File: config.mk
export PLATFORM = sky130hd
export DESIGN_NAME = fetch_prefetch_buffer_flat
export DESIGN_NICKNAME = d
export VERILOG_FILES = /design/src/rtl/fetch_prefetch_buffer_if.sv /design/src/rtl/fetch_prefetch_buffer.sv /design/src/flat_wrapper.sv
export SDC_FILE = /design/constraint.sdc
export NUM_CORES = 1
export LEC_CHECK = 0
export ABC_AREA = 1
export CAP_MARGIN = 20
export CORE_MARGIN = 5
export CORE_UTILIZATION = 50
export CTS_CLUSTER_DIAMETER = 80
export DETAILED_ROUTE_END_ITERATION = 8
export GPL_TIMING_DRIVEN = 0
export PLACE_DENSITY = 0.7
export SLEW_MARGIN = 20
export SYNTH_ARGS = -nofsm -noshare
export SYNTH_HDL_FRONTEND = slang
export SYNTH_SLANG_ARGS = --single-unit
export TNS_END_PERCENT = 10
File: constraint.sdc
create_clock -name clk -period 4.8 [get_ports clk]
set_input_delay 0.96 -clock clk [delete_from_list [all_inputs] [get_ports clk]]
set_output_delay 0.96 -clock clk [all_outputs]
set_load 0.005 [all_outputs]
File: src/rtl/fetch_prefetch_buffer_if.sv
// Fetch-side bus: redirect input, instruction-memory request/response, and the decode handshake.
// With FETCH_PERF_EN defined, the bus also carries the perf_fetched and perf_dropped counters.
interface fetch_prefetch_buffer_if #(
    parameter int XLEN = 32
);
    logic            redirect_valid;
    logic [XLEN-1:0] redirect_pc;
    logic            imem_req;
    logic [XLEN-1:0] imem_addr;
    logic            imem_ready;
    logic            imem_valid;
    logic [XLEN-1:0] imem_rdata;
    logic            out_valid;
    logic            out_ready;
    logic [XLEN-1:0] out_pc;
    logic [XLEN-1:0] out_instr;
`ifdef FETCH_PERF_EN
    logic [31:0]     perf_fetched;
    logic [31:0]     perf_dropped;
`endif

    modport master (
        input  redirect_valid, redirect_pc, imem_ready, imem_valid, imem_rdata, out_ready,
        output imem_req, imem_addr, out_valid, out_pc, out_instr
`ifdef FETCH_PERF_EN
        , output perf_fetched, perf_dropped
`endif
    );

    modport slave (
        output redirect_valid, redirect_pc, imem_ready, imem_valid, imem_rdata, out_ready,
        input  imem_req, imem_addr, out_valid, out_pc, out_instr
`ifdef FETCH_PERF_EN
        , input perf_fetched, perf_dropped
`endif
    );
endinterface

File: src/rtl/fetch_prefetch_buffer.sv
// Prefetching fetch stage: credit-limited sequential requests, in-order response FIFO, redirect flush.
// The FETCH_PERF_EN macro adds the perf_fetched and perf_dropped counters.
module fetch_prefetch_buffer #(
    parameter int              XLEN     = 32,
    parameter int              DEPTH    = 4,
    parameter logic [XLEN-1:0] RESET_PC = '0
) (
    input logic                    clk,
    input logic                    rst,
    fetch_prefetch_buffer_if.master bus
);
    localparam int CW = $clog2(DEPTH + 1);
    localparam int PW = $clog2(DEPTH);

    typedef logic [CW-1:0] cnt_t;
    typedef logic [PW-1:0] ptr_t;

    logic [XLEN-1:0] fetch_pc, resp_pc;
    cnt_t            count, inflight, discard;
    ptr_t            wr_ptr, rd_ptr;
    logic [XLEN-1:0] pc_mem    [DEPTH];
    logic [XLEN-1:0] instr_mem [DEPTH];

    logic [CW:0] credits_used;
    logic        issue, accept, resp, push, pop;
    logic        redirect;

    assign redirect     = bus.redirect_valid;
    assign credits_used = {1'b0, inflight} + {1'b0, count};
    // Requests are held off while in reset so nothing is issued before the PC is valid.
    assign issue        = rst && !redirect && (credits_used < (CW + 1)'(DEPTH));
    assign accept       = issue && bus.imem_ready;
    // A response with nothing outstanding is a protocol error and is ignored entirely.
    assign resp         = bus.imem_valid && (inflight != '0);
    assign push         = resp && !redirect && (discard == '0);
    assign pop          = bus.out_valid && bus.out_ready && !redirect;

    assign bus.imem_req  = issue;
    assign bus.imem_addr = fetch_pc;
    assign bus.out_valid = (count != '0);
    assign bus.out_pc    = bus.out_valid ? pc_mem[rd_ptr] : '0;
    assign bus.out_instr = bus.out_valid ? instr_mem[rd_ptr] : '0;

    always_ff @(posedge clk or negedge rst) begin
        if (!rst) begin
            fetch_pc <= RESET_PC;
            resp_pc  <= RESET_PC;
            count    <= '0;
            inflight <= '0;
            discard  <= '0;
            wr_ptr   <= '0;
            rd_ptr   <= '0;
        end else begin
            inflight <= inflight + cnt_t'(accept) - cnt_t'(resp);
            if (redirect) begin
                // Everything still outstanding after this cycle belongs to the old stream.
                fetch_pc <= bus.redirect_pc & ~XLEN'(3);
                resp_pc  <= bus.redirect_pc & ~XLEN'(3);
                count    <= '0;
                wr_ptr   <= '0;
                rd_ptr   <= '0;
                discard  <= inflight - cnt_t'(resp);
            end else begin
                if (accept) fetch_pc <= fetch_pc + XLEN'(4);
                if (push) begin
                    resp_pc <= resp_pc + XLEN'(4);
                    wr_ptr  <= wr_ptr + PW'(1);
                end
                if (pop) rd_ptr <= rd_ptr + PW'(1);
                if (resp && discard != '0) discard <= discard - cnt_t'(1);
                count <= count + cnt_t'(push) - cnt_t'(pop);
            end
        end
    end

    // NOTE: the entry storage is deliberately not reset; out_* are gated by out_valid,
    // so an unwritten or flushed slot can never reach decode.
    always_ff @(posedge clk) begin
        if (push) begin
            pc_mem[wr_ptr]    <= resp_pc;
            instr_mem[wr_ptr] <= bus.imem_rdata;
        end
    end

`ifdef FETCH_PERF_EN
    logic [31:0] perf_fetched_q, perf_dropped_q;

    always_ff @(posedge clk or negedge rst) begin
        if (!rst) begin
            perf_fetched_q <= '0;
            perf_dropped_q <= '0;
        end else begin
            perf_fetched_q <= perf_fetched_q + 32'(bus.out_valid && bus.out_ready);
            perf_dropped_q <= perf_dropped_q + 32'(resp && !push);
        end
    end

    assign bus.perf_fetched = perf_fetched_q;
    assign bus.perf_dropped = perf_dropped_q;
`endif
endmodule

File: src/flat_wrapper.sv
// flat-port wrapper written by rule: the top's interface ports become plain ports
module fetch_prefetch_buffer_flat 
#(
    parameter int              XLEN     = 32,
    parameter int              DEPTH    = 4,
    parameter logic [XLEN-1:0] RESET_PC = '0
)
  (clk, rst, bus_redirect_valid, bus_redirect_pc, bus_imem_ready, bus_imem_valid, bus_imem_rdata, bus_out_ready, bus_imem_req, bus_imem_addr, bus_out_valid, bus_out_pc, bus_out_instr);
  fetch_prefetch_buffer_if #(.XLEN(XLEN)) bus_i ();
  input logic clk;
  input logic rst;
  input wire logic [$bits(bus_i.redirect_valid)-1:0] bus_redirect_valid;
  input wire logic [$bits(bus_i.redirect_pc)-1:0] bus_redirect_pc;
  input wire logic [$bits(bus_i.imem_ready)-1:0] bus_imem_ready;
  input wire logic [$bits(bus_i.imem_valid)-1:0] bus_imem_valid;
  input wire logic [$bits(bus_i.imem_rdata)-1:0] bus_imem_rdata;
  input wire logic [$bits(bus_i.out_ready)-1:0] bus_out_ready;
  output wire logic [$bits(bus_i.imem_req)-1:0] bus_imem_req;
  output wire logic [$bits(bus_i.imem_addr)-1:0] bus_imem_addr;
  output wire logic [$bits(bus_i.out_valid)-1:0] bus_out_valid;
  output wire logic [$bits(bus_i.out_pc)-1:0] bus_out_pc;
  output wire logic [$bits(bus_i.out_instr)-1:0] bus_out_instr;
  assign bus_i.redirect_valid = bus_redirect_valid;
  assign bus_i.redirect_pc = bus_redirect_pc;
  assign bus_i.imem_ready = bus_imem_ready;
  assign bus_i.imem_valid = bus_imem_valid;
  assign bus_i.imem_rdata = bus_imem_rdata;
  assign bus_i.out_ready = bus_out_ready;
  assign bus_imem_req = bus_i.imem_req;
  assign bus_imem_addr = bus_i.imem_addr;
  assign bus_out_valid = bus_i.out_valid;
  assign bus_out_pc = bus_i.out_pc;
  assign bus_out_instr = bus_i.out_instr;
  fetch_prefetch_buffer #(.XLEN(XLEN), .DEPTH(DEPTH), .RESET_PC(RESET_PC)) u_core (.clk(clk), .rst(rst), .bus(bus_i));
endmodule
==> impl_metrics.tcl <==
set metrics [dict create \
    cp.buffers_inverters 5 \
    finalHoldViolCount 0 \
    synth-seq-cells 321 \
    drive_gt1_frac 0.0791 \
    cp.required_ps 3840 \
    worst_path_largest_cell_delay_ps 570 \
    max_freq_ghz 0.251 \
    powerDensity_nw_per_um2 476 \
    routed_wirelength_um 39000 \
    overflow 0 \
    final-setup-viol-count 0 \
    status "finished clean" \
    yosysTopAreaCellShare 0.506 \
    cts_max_path_buffers 3 \
    grt_use_met1 0.318 \
    p_leak_nw 6.91 \
    crit_path_start_kind "register" \
    firstDrtPassIters 7 \
    htree_num_levels 2 \
    cts_resized 0 \
    clk_latency_ps 520 \
    netlist_area_sq_um 14700 \
    ant_nets 0 \
    synth_edf_count 248 \
    core.rowCount 62 \
    port_buffers 161 \
    cts_hold_buf 0 \
    worstPathCellList "buf_2 > inv_2 > buf_2 > clkbuf_1 > o21ai_0 > a21oi_1 > clkdlybuf4s50_1" \
    rr_worst_depth 10 \
    combPwrFrac 0.307 \
    finClkSkew_ps 15.3 \
    start_util 0.509 \
    avgSynthCellArea_sq_um 9.86 \
    gp_congestion 0.926 \
    antenna_found_initial 0 \
    grtUsageMet3 0.0342 \
    fin_nets 1795 \
    cpMostUsedCell "buf_2" \
    grt_max_degree 47 \
    final_cell_area_sq_um 18200 \
    p_int_w 0.00584 \
    use_met2 0.380 \
    ioPinCount 168 \
    grt_pass1_vias 11355 \
    crit_family "buffers and inverters" \
    fin_crit_ps 3980 \
    pwr-share-clk 0.287 \
    dieArea_sq_um 33000 \
    final_common_cell "nor2_1" \
    postSynthCellCount 1494 \
    vdd_ir_drop_max_v 0.000232 \
    final_cell_mix "nor2_1, edfxtp_1, nand2_1" \
    drc 0 \
    numCtsBuffers 34 \
    place_inst 2055 \
    ys_types 40 \
    drv_cap 0 \
    diodes 0 \
    ys_seq_area_frac 0.630 \
    worstReg2RegStart "u_core.discard[0]$_DFFE_PN0P_" \
    grt_usage 0.232 \
    ys_warn_count 0 \
    grt.busiest_layer "met2" \
    timing.critical_path.to_type "primary output" \
    maxSlewViolCount 0 \
    grt_setup_unrepaired "false" \
    yosys-top-cells-area "edfxtp_1, dfrtp_1, nor2_1" \
    synth_top_cell_by_area "edfxtp_1" \
    die_y_um 182 \
    hold_path_class "input pin to asynchronous set/reset pin" \
    hpwlAfterDp_um 26900 \
    cp.arrival_ps 3020 \
    fin_crit_sh 0.829 \
    synth_ff_type "edfxtp_1" \
    clock-sinks 321 \
    grt_pass1_wl_um 61400 \
    drt_iter0_drc 933 \
    coreArea_sq_um 28900 \
    finalHoldWorstSlack_ps 475 \
    num-fill-cells 2266 \
    crit_type "register to primary output" \
    num_vias 11526 \
    via_per_inst 5.45 \
    stdcell_count 2115 \
    avgRoutedWirePerCell_um 18.5 \
    syn2layout_area_growth_pct 23.6 \
    worstMarginPinSlew_ps 730 \
    netSwitchingFraction 0.327 \
    cts_tree "yes" \
    die_x_um 182 \
    seq_power_share 0.407 \
    async_flop_share 0.227 \
    p_sw_w 0.00283 \
    cp_max_fo 10 \
    placed_cell_area_sq_um 17200 \
    rr_endpoint "u_core.pc_mem[1][18]$_DFFE_PP_" \
    root_buffer "clkbuf_16" \
    relSlewSlack 0.513 \
    post_cts_buffers 0 \
    slowest_stage "clkdlybuf4s50_1" \
    clk_pin_slew_ps 60 \
    rrSetupSlack_ps 1940 \
]
[stage by stage]
step           setup TNS, ps  setup WS, ps  power, W  utilization
2_1_floorplan              0           328   0.00480            -
3_3_place_gp         -644260         -2540   0.00616        0.582
3_5_place_dp               0          1130   0.00623        0.593
4_1_cts                    0           788   0.00872        0.629
5_1_grt                    0           628   0.00913        0.629
6_report                   0           821   0.00867        0.629
[worst max path at each step]
stage	from	to	slack [ps]	depth (start not counted)
after floorplan	bus_imem_valid	u_core.instr_mem[0][0]$_DFFE_PP_	330	4
after global placement	bus_imem_valid	u_core.pc_mem[3][24]$_DFFE_PP_	-2540	5
after detailed placement	bus_redirect_valid	u_core.count[2]$_DFF_PN0_	1130	11
after CTS	u_core.rd_ptr[0]$_DFFE_PN0P_	bus_out_pc[12]	790	7
after global routing	u_core.rd_ptr[0]$_DFFE_PN0P_	bus_out_pc[12]	630	7
final	u_core.rd_ptr[0]$_DFFE_PN0P_	bus_out_pc[12]	820	7
[per-layer routing]
layer / share of wire / up-vias / routed length [um]
li1: - / 5457 / -
met1: 0.42 / 5463 / 16500
met2: 0.47 / 523 / 18400
met3: 0.074 / 83 / 2900
met4: 0.031 / 0 / 1210
met5: 0 / - / 0
[synthesized netlist by cell type (6+ instances only)]
library cell and n:
edfxtp_1 248, a21oi_1 69, nor2_4 7, nor3_1 10, o21ai_0 152, inv_1 103, o21bai_1 6, xor2_1 15
buf_4 7, o21ai_1 12, inv_2 7, xnor2_1 8, nor2_1 329, nand2_2 10, nand3_1 75, nand2_1 228
nand4_1 10, ha_1 16, o211ai_1 17, nor2_2 8, clkbuf_1 29, dfrtp_1 73, buf_2 26
[power by group through the flow]
stage               Combinational (W)  Clock [W]  Sequential (W)
finish                        0.00266    0.00249         0.00353
global route                  0.00293    0.00264         0.00355
CTS                           0.00268    0.00252         0.00352
detailed placement            0.00266          0         0.00357
global placement              0.00258          0         0.00357
floorplan                     0.00131          0         0.00349
[registers in the layout, indices dropped and copies added, names as in the netlist]
name	flops
u_core.inflight	3
u_core.discard	3
u_core.instr_mem	128
u_core.rd_ptr	2
u_core.pc_mem	120
u_core.wr_ptr	2
u_core.resp_pc	30
u_core.count	3
u_core.bus.imem_addr	30
[kinds of logic (layout without fill, tap and decap cells)]
logic type,after synthesis,after routing,share of synthesized area
flip-flops,321,321,0.630
other,1,4,0.000255
AND/OR/NAND/NOR,690,690,0.196
XOR/XNOR,23,23,0.0137
buffers and inverters,178,412,0.0499
adder cells (fa/ha/maj),18,18,0.0163
AO/OA/AOI/OAI,263,263,0.0942
[final cells by class]
class / count / area [sq um] / area share
plain buffers: 67 / 318 / 0.0175
clock buffers: 42 / 881 / 0.0484
multi-input cells: 998 / 4760 / 0.262
well taps: 384 / 480 / 0.0264
inverters: 111 / 417 / 0.0229
clock inverters: 18 / 159 / 0.00873
repair buffers: 174 / 1920 / 0.105
flip-flops and latches: 321 / 9270 / 0.509
(Power assumes the default switching activity.)
